`src/rtl/graphics_pkg.sv`:
```
// Shared 720p timing constants, sprite table types and the scan FSM encoding
// used by the sprite scheduler and its line scanner.
package graphics_pkg;

  localparam int VID_WIDTH    = 1280;
  localparam int VID_HEIGHT   = 720;
  localparam int VID_H_TOTAL  = 1650;
  localparam int VID_V_TOTAL  = 750;
  localparam int SHEET_FRAMES = 512;

  localparam int X_W = $clog2(VID_WIDTH);
  localparam int Y_W = $clog2(VID_HEIGHT);
  localparam int F_W = $clog2(SHEET_FRAMES);
  localparam int N_W = 6;

  typedef struct packed {
    logic           enable;
    logic [X_W-1:0] x;
    logic [Y_W-1:0] y;
    logic [F_W-1:0] base_frame;
    logic [N_W-1:0] num_frames;
  } sprite_entry_t;

  // What the scanner needs per entry: position plus the resolved frame number.
  typedef struct packed {
    logic           enable;
    logic [X_W-1:0] x;
    logic [Y_W-1:0] y;
    logic [F_W-1:0] frame;
  } scan_entry_t;

  typedef enum logic [1:0] {
    SCAN_IDLE  = 2'd0,
    SCAN_SCAN  = 2'd1,
    SCAN_LATCH = 2'd2
  } scan_state_t;

  // Animation length 0 behaves as a single-frame animation.
  function automatic logic [N_W-1:0] next_offset(input logic [N_W-1:0] off,
                                                 input logic [N_W-1:0] len);
    logic [N_W-1:0] eff;
    eff = (len == '0) ? N_W'(1) : len;
    return (off == eff - N_W'(1)) ? '0 : off + N_W'(1);
  endfunction

endpackage

```
`src/rtl/sprite_line_scanner.sv`:
```
// Per-line scan: in horizontal blanking walks the table snapshot one entry per
// cycle and latches the first enabled sprite covering the next line.
module sprite_line_scanner
  import graphics_pkg::*;
#(
  parameter int MAX_SPRITES         = 16,
  parameter int SPRITE_FRAME_HEIGHT = 64,
  parameter int WIDTH               = VID_WIDTH,
  parameter int HEIGHT              = VID_HEIGHT,
  parameter int V_TOTAL             = VID_V_TOTAL
) (
  input  logic                           clk,
  input  logic                           rst,
  input  logic [$clog2(WIDTH):0]         hcount,
  input  logic [$clog2(HEIGHT):0]        vcount,
  output logic [$clog2(MAX_SPRITES)-1:0] scan_index,
  input  scan_entry_t                    scan_entry,
  output logic                           sprite_valid,
  output logic [X_W-1:0]                 sprite_x,
  output logic [Y_W-1:0]                 sprite_y,
  output logic [F_W-1:0]                 sprite_frame_number,
  output scan_state_t                    state
);

  localparam int H_W   = $clog2(WIDTH) + 1;
  localparam int V_W   = $clog2(HEIGHT) + 1;
  localparam int IDX_W = $clog2(MAX_SPRITES);
  localparam logic [IDX_W-1:0] LAST_IDX = IDX_W'(MAX_SPRITES - 1);

  scan_state_t    state_q, state_d;
  logic [IDX_W-1:0] idx_q;
  logic [V_W-1:0] target_q;
  logic           hit_q;
  logic [X_W-1:0] hit_x_q;
  logic [Y_W-1:0] hit_y_q;
  logic [F_W-1:0] hit_f_q;

  logic           start;
  logic [V_W-1:0] entry_top;
  logic [V_W-1:0] entry_end;
  logic           entry_hit;

  assign start      = (state_q == SCAN_IDLE) && (hcount == H_W'(WIDTH));
  assign scan_index = idx_q;
  assign state      = state_q;

  // Bottom edge computed one bit wider than y so it never wraps; lines past
  // the active area never report a sprite.
  assign entry_top = V_W'(scan_entry.y);
  assign entry_end = entry_top + V_W'(SPRITE_FRAME_HEIGHT);
  assign entry_hit = scan_entry.enable && (target_q < V_W'(HEIGHT)) &&
                     (entry_top <= target_q) && (target_q < entry_end);

  always_comb begin
    state_d = state_q;
    unique case (state_q)
      SCAN_IDLE:  if (start) state_d = SCAN_SCAN;
      SCAN_SCAN:  if (idx_q == LAST_IDX) state_d = SCAN_LATCH;
      SCAN_LATCH: state_d = SCAN_IDLE;
      default:    state_d = SCAN_IDLE;
    endcase
  end

  always_ff @(posedge clk) begin
    if (rst) begin
      state_q             <= SCAN_IDLE;
      idx_q               <= '0;
      target_q            <= '0;
      hit_q               <= 1'b0;
      hit_x_q             <= '0;
      hit_y_q             <= '0;
      hit_f_q             <= '0;
      sprite_valid        <= 1'b0;
      sprite_x            <= '0;
      sprite_y            <= '0;
      sprite_frame_number <= '0;
    end else begin
      state_q <= state_d;
      unique case (state_q)
        SCAN_IDLE: begin
          if (start) begin
            idx_q    <= '0;
            hit_q    <= 1'b0;
            target_q <= (vcount == V_W'(V_TOTAL - 1)) ? '0 : vcount + V_W'(1);
          end
        end
        SCAN_SCAN: begin
          idx_q <= idx_q + IDX_W'(1);
          if (entry_hit && !hit_q) begin
            hit_q   <= 1'b1;
            hit_x_q <= scan_entry.x;
            hit_y_q <= scan_entry.y;
            hit_f_q <= scan_entry.frame;
          end
        end
        SCAN_LATCH: begin
          sprite_valid <= hit_q;
          if (hit_q) begin
            sprite_x            <= hit_x_q;
            sprite_y            <= hit_y_q;
            sprite_frame_number <= hit_f_q;
          end
        end
        default: ;
      endcase
    end
  end

endmodule

```
`src/rtl/sprite_scheduler.sv`:
```
// Sprite table with frame-boundary commit and animation stepping; feeds the
// line scanner that picks one sprite per line for the HDMI renderer.
module sprite_scheduler
  import graphics_pkg::*;
#(
  parameter int MAX_SPRITES         = 16,
  parameter int NUM_FRAMES          = SHEET_FRAMES,
  parameter int SPRITE_FRAME_HEIGHT = 64,
  parameter int WIDTH               = VID_WIDTH,
  parameter int HEIGHT              = VID_HEIGHT,
  parameter int H_TOTAL             = VID_H_TOTAL,
  parameter int V_TOTAL             = VID_V_TOTAL,
  parameter int FRAMES_PER_STEP     = 6
) (
  input  logic                           clk_pixel,
  input  logic                           sys_rst,
  input  logic [$clog2(WIDTH):0]         hcount,
  input  logic [$clog2(HEIGHT):0]        vcount,
  input  logic                           new_frame,
  input  logic                           wr_valid,
  output logic                           wr_ready,
  input  logic [$clog2(MAX_SPRITES)-1:0] wr_index,
  input  logic                           wr_enable,
  input  logic [$clog2(WIDTH)-1:0]       wr_x,
  input  logic [$clog2(HEIGHT)-1:0]      wr_y,
  input  logic [$clog2(NUM_FRAMES)-1:0]  wr_base_frame,
  input  logic [5:0]                     wr_num_frames,
  output logic                           sprite_valid,
  output logic [$clog2(WIDTH)-1:0]       sprite_x,
  output logic [$clog2(HEIGHT)-1:0]      sprite_y,
  output logic [$clog2(NUM_FRAMES)-1:0]  sprite_frame_number
);

  localparam int STEP_W = (FRAMES_PER_STEP > 1) ? $clog2(FRAMES_PER_STEP) : 1;

  if (MAX_SPRITES + 3 > H_TOTAL - WIDTH) begin : g_blank_check
    $error("sprite_scheduler: table scan does not fit in horizontal blanking");
  end

  sprite_entry_t        shadow_q [MAX_SPRITES];
  sprite_entry_t        active_q [MAX_SPRITES];
  logic [N_W-1:0]       offset_q [MAX_SPRITES];
  scan_entry_t          snap_q   [MAX_SPRITES];
  logic [MAX_SPRITES-1:0] dirty_q;
  logic [STEP_W-1:0]    step_q;
  logic                 step_wrap;
  logic                 wr_fire;

  logic [$clog2(MAX_SPRITES)-1:0] scan_index;
  scan_state_t          scan_state;

  // Handshake: a write is taken on any cycle with wr_valid && wr_ready.
  // wr_ready drops only during the commit (new_frame) cycle, so a request
  // held across it lands the following cycle and belongs to the next frame.
  assign wr_ready  = ~new_frame;
  assign wr_fire   = wr_valid & wr_ready;
  assign step_wrap = (step_q == STEP_W'(FRAMES_PER_STEP - 1));

  // Dirty marks entries written since the last commit; those restart their
  // animation at offset 0 instead of advancing.
  always_ff @(posedge clk_pixel) begin
    if (sys_rst) begin
      for (int i = 0; i < MAX_SPRITES; i++) begin
        shadow_q[i] <= '0;
        active_q[i] <= '0;
        offset_q[i] <= '0;
      end
      dirty_q <= '0;
      step_q  <= '0;
    end else begin
      if (wr_fire) begin
        shadow_q[wr_index].enable     <= wr_enable;
        shadow_q[wr_index].x          <= wr_x;
        shadow_q[wr_index].y          <= wr_y;
        shadow_q[wr_index].base_frame <= wr_base_frame;
        shadow_q[wr_index].num_frames <= wr_num_frames;
        dirty_q[wr_index]             <= 1'b1;
      end
      if (new_frame) begin
        step_q  <= step_wrap ? '0 : step_q + STEP_W'(1);
        dirty_q <= '0;
        for (int i = 0; i < MAX_SPRITES; i++) begin
          active_q[i] <= shadow_q[i];
          if (dirty_q[i]) begin
            offset_q[i] <= '0;
          end else if (step_wrap && active_q[i].enable) begin
            offset_q[i] <= next_offset(offset_q[i], active_q[i].num_frames);
          end
        end
      end
    end
  end

  // Tracks the active table while the scanner idles and freezes at the trigger
  // edge, so a commit landing mid-scan only affects later scans.
  // Frame numbers wrap by truncation to the sheet index width.
  always_ff @(posedge clk_pixel) begin
    if (scan_state == SCAN_IDLE) begin
      for (int i = 0; i < MAX_SPRITES; i++) begin
        snap_q[i].enable <= active_q[i].enable;
        snap_q[i].x      <= active_q[i].x;
        snap_q[i].y      <= active_q[i].y;
        snap_q[i].frame  <= active_q[i].base_frame + F_W'(offset_q[i]);
      end
    end
  end

  sprite_line_scanner #(
    .MAX_SPRITES         (MAX_SPRITES),
    .SPRITE_FRAME_HEIGHT (SPRITE_FRAME_HEIGHT),
    .WIDTH               (WIDTH),
    .HEIGHT              (HEIGHT),
    .V_TOTAL             (V_TOTAL)
  ) u_scanner (
    .clk                 (clk_pixel),
    .rst                 (sys_rst),
    .hcount              (hcount),
    .vcount              (vcount),
    .scan_index          (scan_index),
    .scan_entry          (snap_q[scan_index]),
    .sprite_valid        (sprite_valid),
    .sprite_x            (sprite_x),
    .sprite_y            (sprite_y),
    .sprite_frame_number (sprite_frame_number),
    .state               (scan_state)
  );

endmodule
```
`config.mk`:
```
export PLATFORM = sky130hd
export DESIGN_NAME = sprite_scheduler
export DESIGN_NICKNAME = d
export VERILOG_FILES = /design/src/rtl/graphics_pkg.sv /design/src/rtl/sprite_line_scanner.sv /design/src/rtl/sprite_scheduler.sv
export SDC_FILE = /design/constraint.sdc
export NUM_CORES = 2
export LEC_CHECK = 0
export CAP_MARGIN = 20
export CORE_ASPECT_RATIO = 0.8
export CORE_MARGIN = 1.5
export CORE_UTILIZATION = 60
export CTS_CLUSTER_DIAMETER = 50
export DETAILED_ROUTE_END_ITERATION = 8
export PLACE_DENSITY = 0.77
export SKIP_CTS_REPAIR_TIMING = 1
export SLEW_MARGIN = 40
export SYNTH_ARGS = -nofsm -noshare
export SYNTH_HDL_FRONTEND = slang
export SYNTH_SLANG_ARGS = --single-unit
export TNS_END_PERCENT = 10
```
`constraint.sdc`:
```
create_clock -name clk_pixel -period 49.9 [get_ports clk_pixel]
set_input_delay 9.98 -clock clk_pixel [delete_from_list [all_inputs] [get_ports clk_pixel]]
set_output_delay 9.98 -clock clk_pixel [all_outputs]
set_load 0.02 [all_outputs]
```
==> impl_results.html <==
<table>
<tr><th>Metric</th><th>Value</th></tr>
<tr><th colspan="2">Run status</th></tr>
<tr><td>Result of the run</td><td>finished, final reports clean</td></tr>
<tr><th colspan="2">Final layout</th></tr>
<tr><td>Fin util</td><td>0.673</td></tr>
<tr><td>Share of post-route cells with drive strength above 1</td><td>0.0961</td></tr>
<tr><td>Layout Nets</td><td>5,645</td></tr>
<tr><td>Synthesis-to-finish area growth</td><td>11.0%</td></tr>
<tr><td>Number of standard cells in the layout, taps in and fillers out</td><td>7,294</td></tr>
<tr><td>Fill count</td><td>8,385</td></tr>
<tr><th colspan="2">Global route</th></tr>
<tr><td>GRT overflow</td><td>0</td></tr>
<tr><td>Number of global-route vias before repair</td><td>41.3k</td></tr>
<tr><td>Maximum number of pins on one net before global-route repair</td><td>155</td></tr>
<tr><td>Global routing usage summed across all routing layers</td><td>0.265</td></tr>
<tr><td>Initial antenna violation count</td><td>26</td></tr>
<tr><td>Global-route wire length before repair</td><td>258,000 microns</td></tr>
<tr><th colspan="2">Worst setup path</th></tr>
<tr><td>Endpoint kind of the worst setup timing path</td><td>primary output</td></tr>
<tr><td>CP required</td><td>39,920 ps</td></tr>
<tr><td>Biggest fanout along the worst timing path</td><td>21</td></tr>
<tr><td>Family with the most delay on the worst path</td><td>buffers and inverters</td></tr>
<tr><td>Library cell contributing the largest single delay on the critical path</td><td>sky130_fd_sc_hd__clkdlybuf4s50_1</td></tr>
<tr><td>Highest cell delay on the worst timing path</td><td>550 ps</td></tr>
<tr><td>Worst setup path category</td><td>in -&gt; out</td></tr>
<tr><td>Total buffers and inverters traversed by the critical path</td><td>4</td></tr>
<tr><td>Arrival time worst endpoint</td><td>11,400 ps</td></tr>
<tr><td>Kind of launch point of the worst setup path</td><td>input port</td></tr>
<tr><td>Cell-by-cell listing of the critical path</td><td>clkdlybuf4s50_1 &gt; buf_4 &gt; inv_1 &gt; clkdlybuf4s50_1</td></tr>
<tr><td>Crit path top cell by count</td><td>sky130_fd_sc_hd__clkdlybuf4s50_1</td></tr>
<tr><th colspan="2">Yosys</th></tr>
<tr><td>#FFs+latches synth</td><td>1,878</td></tr>
<tr><td>Ys flop type</td><td>sky130_fd_sc_hd__edfxtp_1</td></tr>
<tr><td>Count of flip-flops with a built-in enable after synthesis</td><td>1,776</td></tr>
<tr><td>Synth Area per Inst</td><td>14.9 sq um</td></tr>
<tr><td>Distinct cell type count after synthesis</td><td>67</td></tr>
<tr><td>Yosys warnings</td><td>0</td></tr>
<tr><td>Net Count, Synth</td><td>5,530</td></tr>
<tr><td>Post-synthesis async set-or-reset flop share</td><td>0</td></tr>
<tr><td>Syn Inst Count</td><td>5,293</td></tr>
<tr><td>Cell area after synthesis</td><td>78,600 sq um</td></tr>
<tr><td>Sequential cell area fraction in the yosys report</td><td>0.704</td></tr>
<tr><th colspan="2">Route</th></tr>
<tr><td>Routed WL</td><td>174,000 microns</td></tr>
<tr><td>First DRT Iteration DRCs</td><td>5,040</td></tr>
<tr><td>Via count</td><td>42.4k</td></tr>
<tr><td>Per-cell routed wire length</td><td>23.9 microns</td></tr>
<tr><td>Post-route DRC violation count</td><td>0</td></tr>
<tr><td>Detail Route Antenna Nets</td><td>0</td></tr>
<tr><td>Post-DR vias/cell</td><td>5.82</td></tr>
<tr><td>Number of detailed-route iterations in the first pass</td><td>5</td></tr>
<tr><th colspan="2">Timing</th></tr>
<tr><td>TNS Setup</td><td>0 ps</td></tr>
<tr><td>Period Utilization, post-route</td><td>0.429</td></tr>
<tr><td>Highest Clock Rate</td><td>0.0468 GHz</td></tr>
<tr><td>Final-report max-slew violation count</td><td>0</td></tr>
<tr><td>Worst Hold Margin</td><td>387 ps</td></tr>
<tr><td>Clock Skews</td><td>29.8 ps</td></tr>
<tr><td>RSZ-0062 raised after global routing</td><td>no</td></tr>
<tr><td>Slew at the pin closest to its max-slew limit</td><td>884 ps</td></tr>
<tr><td>Post-layout min period</td><td>21,380 ps</td></tr>
<tr><td>Hold violation count in the final report</td><td>0</td></tr>
<tr><td>Endpoints failing setup</td><td>0</td></tr>
<tr><td>Max transition margin</td><td>0.410</td></tr>
<tr><th colspan="2">Die</th></tr>
<tr><td>Number of placement rows</td><td>118</td></tr>
<tr><td>Count of pins on the block boundary</td><td>100</td></tr>
<tr><td>Die outline width</td><td>408 microns</td></tr>
<tr><td>Core region area</td><td>130,000 sq um</td></tr>
<tr><td>Vertical extent of the die</td><td>327 microns</td></tr>
<tr><td>Area of the die</td><td>133,000 sq um</td></tr>
<tr><td>Initial core utilization</td><td>0.606</td></tr>
<tr><th colspan="2">Pwr</th></tr>
<tr><td>Static leakage</td><td>0.0319 uW</td></tr>
<tr><td>Power density over cell area</td><td>38.7 nW/um^2</td></tr>
<tr><td>Peak supply drop</td><td>37.4 uV</td></tr>
<tr><th colspan="2">Clocking</th></tr>
<tr><td>Clock buffer count from CTS</td><td>174</td></tr>
<tr><td>Clock tree from TritonCTS</td><td>built</td></tr>
<tr><td>Number of sinks handled by clock tree synthesis</td><td>1,878</td></tr>
<tr><td>Number of H-tree branching levels</td><td>4</td></tr>
<tr><td>Worst skew pair latency</td><td>810 ps</td></tr>
<tr><td>Number of buffers on the longest clock path</td><td>3</td></tr>
<tr><td>Worst-path clk slew</td><td>60 ps</td></tr>
<tr><td>CTS root buf</td><td>sky130_fd_sc_hd__clkbuf_16</td></tr>
<tr><th colspan="2">Worst hold path</th></tr>
<tr><td>Path class of the lowest-slack min-delay path</td><td>reg -&gt; reg</td></tr>
<tr><th colspan="2">Placed design</th></tr>
<tr><td>Count of buffers from port buffering</td><td>99</td></tr>
<tr><td>Number of placed cells counting well taps</td><td>6,970</td></tr>
<tr><td>Global placer's final weighted congestion</td><td>0.869</td></tr>
<tr><td>HPWL after detailed placement</td><td>104,000 microns</td></tr>
<tr><th colspan="2">Run</th></tr>
<tr><td>Max capacitance violation total</td><td>0</td></tr>
</table>
path summary, 6_finish.rpt:
kind                                                      from                           endpoint  slack (ps)  depth (start not counted)
worst max-delay path                                 new_frame                           wr_ready       28520                          4
worst min-delay path            active_q[0][548]$_SDFFCE_PP0P_           snap_q[14][24]$_DFFE_PP_         390                          0
worst max register to register                        register  u_scanner.hit_f_q[7]$_SDFFE_PP0P_       44360                         12
worst min register to register  active_q[0][548]$_SDFFCE_PP0P_           snap_q[14][24]$_DFFE_PP_         390                          0
where the power goes:
part	internal, uW	switching, uW	leakage [uW]
Combinational	75.3	124	0.00970
Clock	727	575	0.00269
Sequential	1840	39.8	0.0195
flip-flops by register name, indices dropped and copies added, names as in the netlist, 2 cells and up, named ones only:
register / count
u_scanner.state: 2
u_scanner.scan_index: 4
u_scanner.hit_f_q: 9
offset_q: 96
u_scanner.sprite_frame_number: 9
u_scanner.hit_x_q: 11
u_scanner.hit_y_q: 10
dirty_q: 16
u_scanner.sprite_y: 10
snap_q: 496
active_q: 592
u_scanner.sprite_x: 11
step_q: 3
shadow_q: 592
u_scanner.target_q: 11
synthesized netlist by cell type (29+ instances only):
| cell | count | share of area |
|---|---|---|
| sky130_fd_sc_hd__edfxtp_1 | 1776 | 0.68 |
| sky130_fd_sc_hd__and2_1 | 962 | 0.077 |
| sky130_fd_sc_hd__nor2_1 | 258 | 0.012 |
| sky130_fd_sc_hd__nor2b_1 | 246 | 0.020 |
| sky130_fd_sc_hd__inv_1 | 211 | 0.010 |
| sky130_fd_sc_hd__nand2_1 | 195 | 0.0093 |
| sky130_fd_sc_hd__clkbuf_1 | 194 | 0.0093 |
| sky130_fd_sc_hd__a21oi_1 | 179 | 0.011 |
| sky130_fd_sc_hd__xnor2_1 | 169 | 0.019 |
| sky130_fd_sc_hd__ha_1 | 153 | 0.024 |
| sky130_fd_sc_hd__mux4_2 | 132 | 0.038 |
| sky130_fd_sc_hd__dfxtp_1 | 102 | 0.026 |
| sky130_fd_sc_hd__xor2_1 | 91 | 0.010 |
| sky130_fd_sc_hd__o21ai_0 | 87 | 0.0055 |
| sky130_fd_sc_hd__nor3_1 | 58 | 0.0037 |
| sky130_fd_sc_hd__nand3_1 | 52 | 0.0033 |
| sky130_fd_sc_hd__nand4_1 | 37 | 0.0029 |
| sky130_fd_sc_hd__mux2i_1 | 29 | 0.0037 |
metrics by stage:
stage	worst slack (ps)	total power, uW	area, sq um
final	28520	3380	87300
after global routing	28470	3480	87300
after CTS	28510	3390	87200
after detailed placement	28510	2110	81700
after global placement	28510	2090	81500
after floorplan	21990	2040	78600
cells by family (layout without fill, tap and decap cells):
group                    count (synthesis)  in the layout  synth area share
AO/OA/AOI/OAI                          469            469            0.0372
XOR/XNOR                               260            260            0.0290
flip-flops                            1878           1878             0.704
buffers and inverters                  445            701            0.0226
AND/OR/NAND/NOR                       1908           1908             0.137
adder cells (fa/ha/maj)                169            169            0.0284
other                                    0              5                 0
multiplexers                           164            164            0.0419
cell type report:
| cell class | instances | area, sq um | area share |
|---|---|---|---|
| diodes | 5 | 12.5 | 0.000143 |
| clock buffers | 211 | 4490 | 0.0515 |
| clock inverters | 106 | 1030 | 0.0118 |
| inverters | 211 | 807 | 0.00924 |
| multi-input cells | 2970 | 21800 | 0.249 |
| flip-flops and latches | 1878 | 55400 | 0.634 |
| well taps | 1740 | 2180 | 0.0249 |
| repair buffers | 173 | 1630 | 0.0187 |
cell usage in the layout, fill, tap and decap left out, drive strengths merged, types with 102 or more instances in the layout:
cell type	netlist	layout
edfxtp	1776	1776
nor2b	246	246
ha	153	153
mux4	132	132
nand2	195	195
a21oi	180	180
clkbuf	194	212
inv	211	224
nor2	258	258
and2	962	962
xnor2	169	169
dfxtp	102	102
metal layers:
layer	GRT usage	vias up	share of wire
met5	0	-	0.000086
met4	0.107	4	0.034
met3	0.0547	369	0.10
met2	0.411	1825	0.46
met1	0.371	21000	0.40
li1	-	19300	-
No activity file was read; power rests on OpenSTA's default activity.
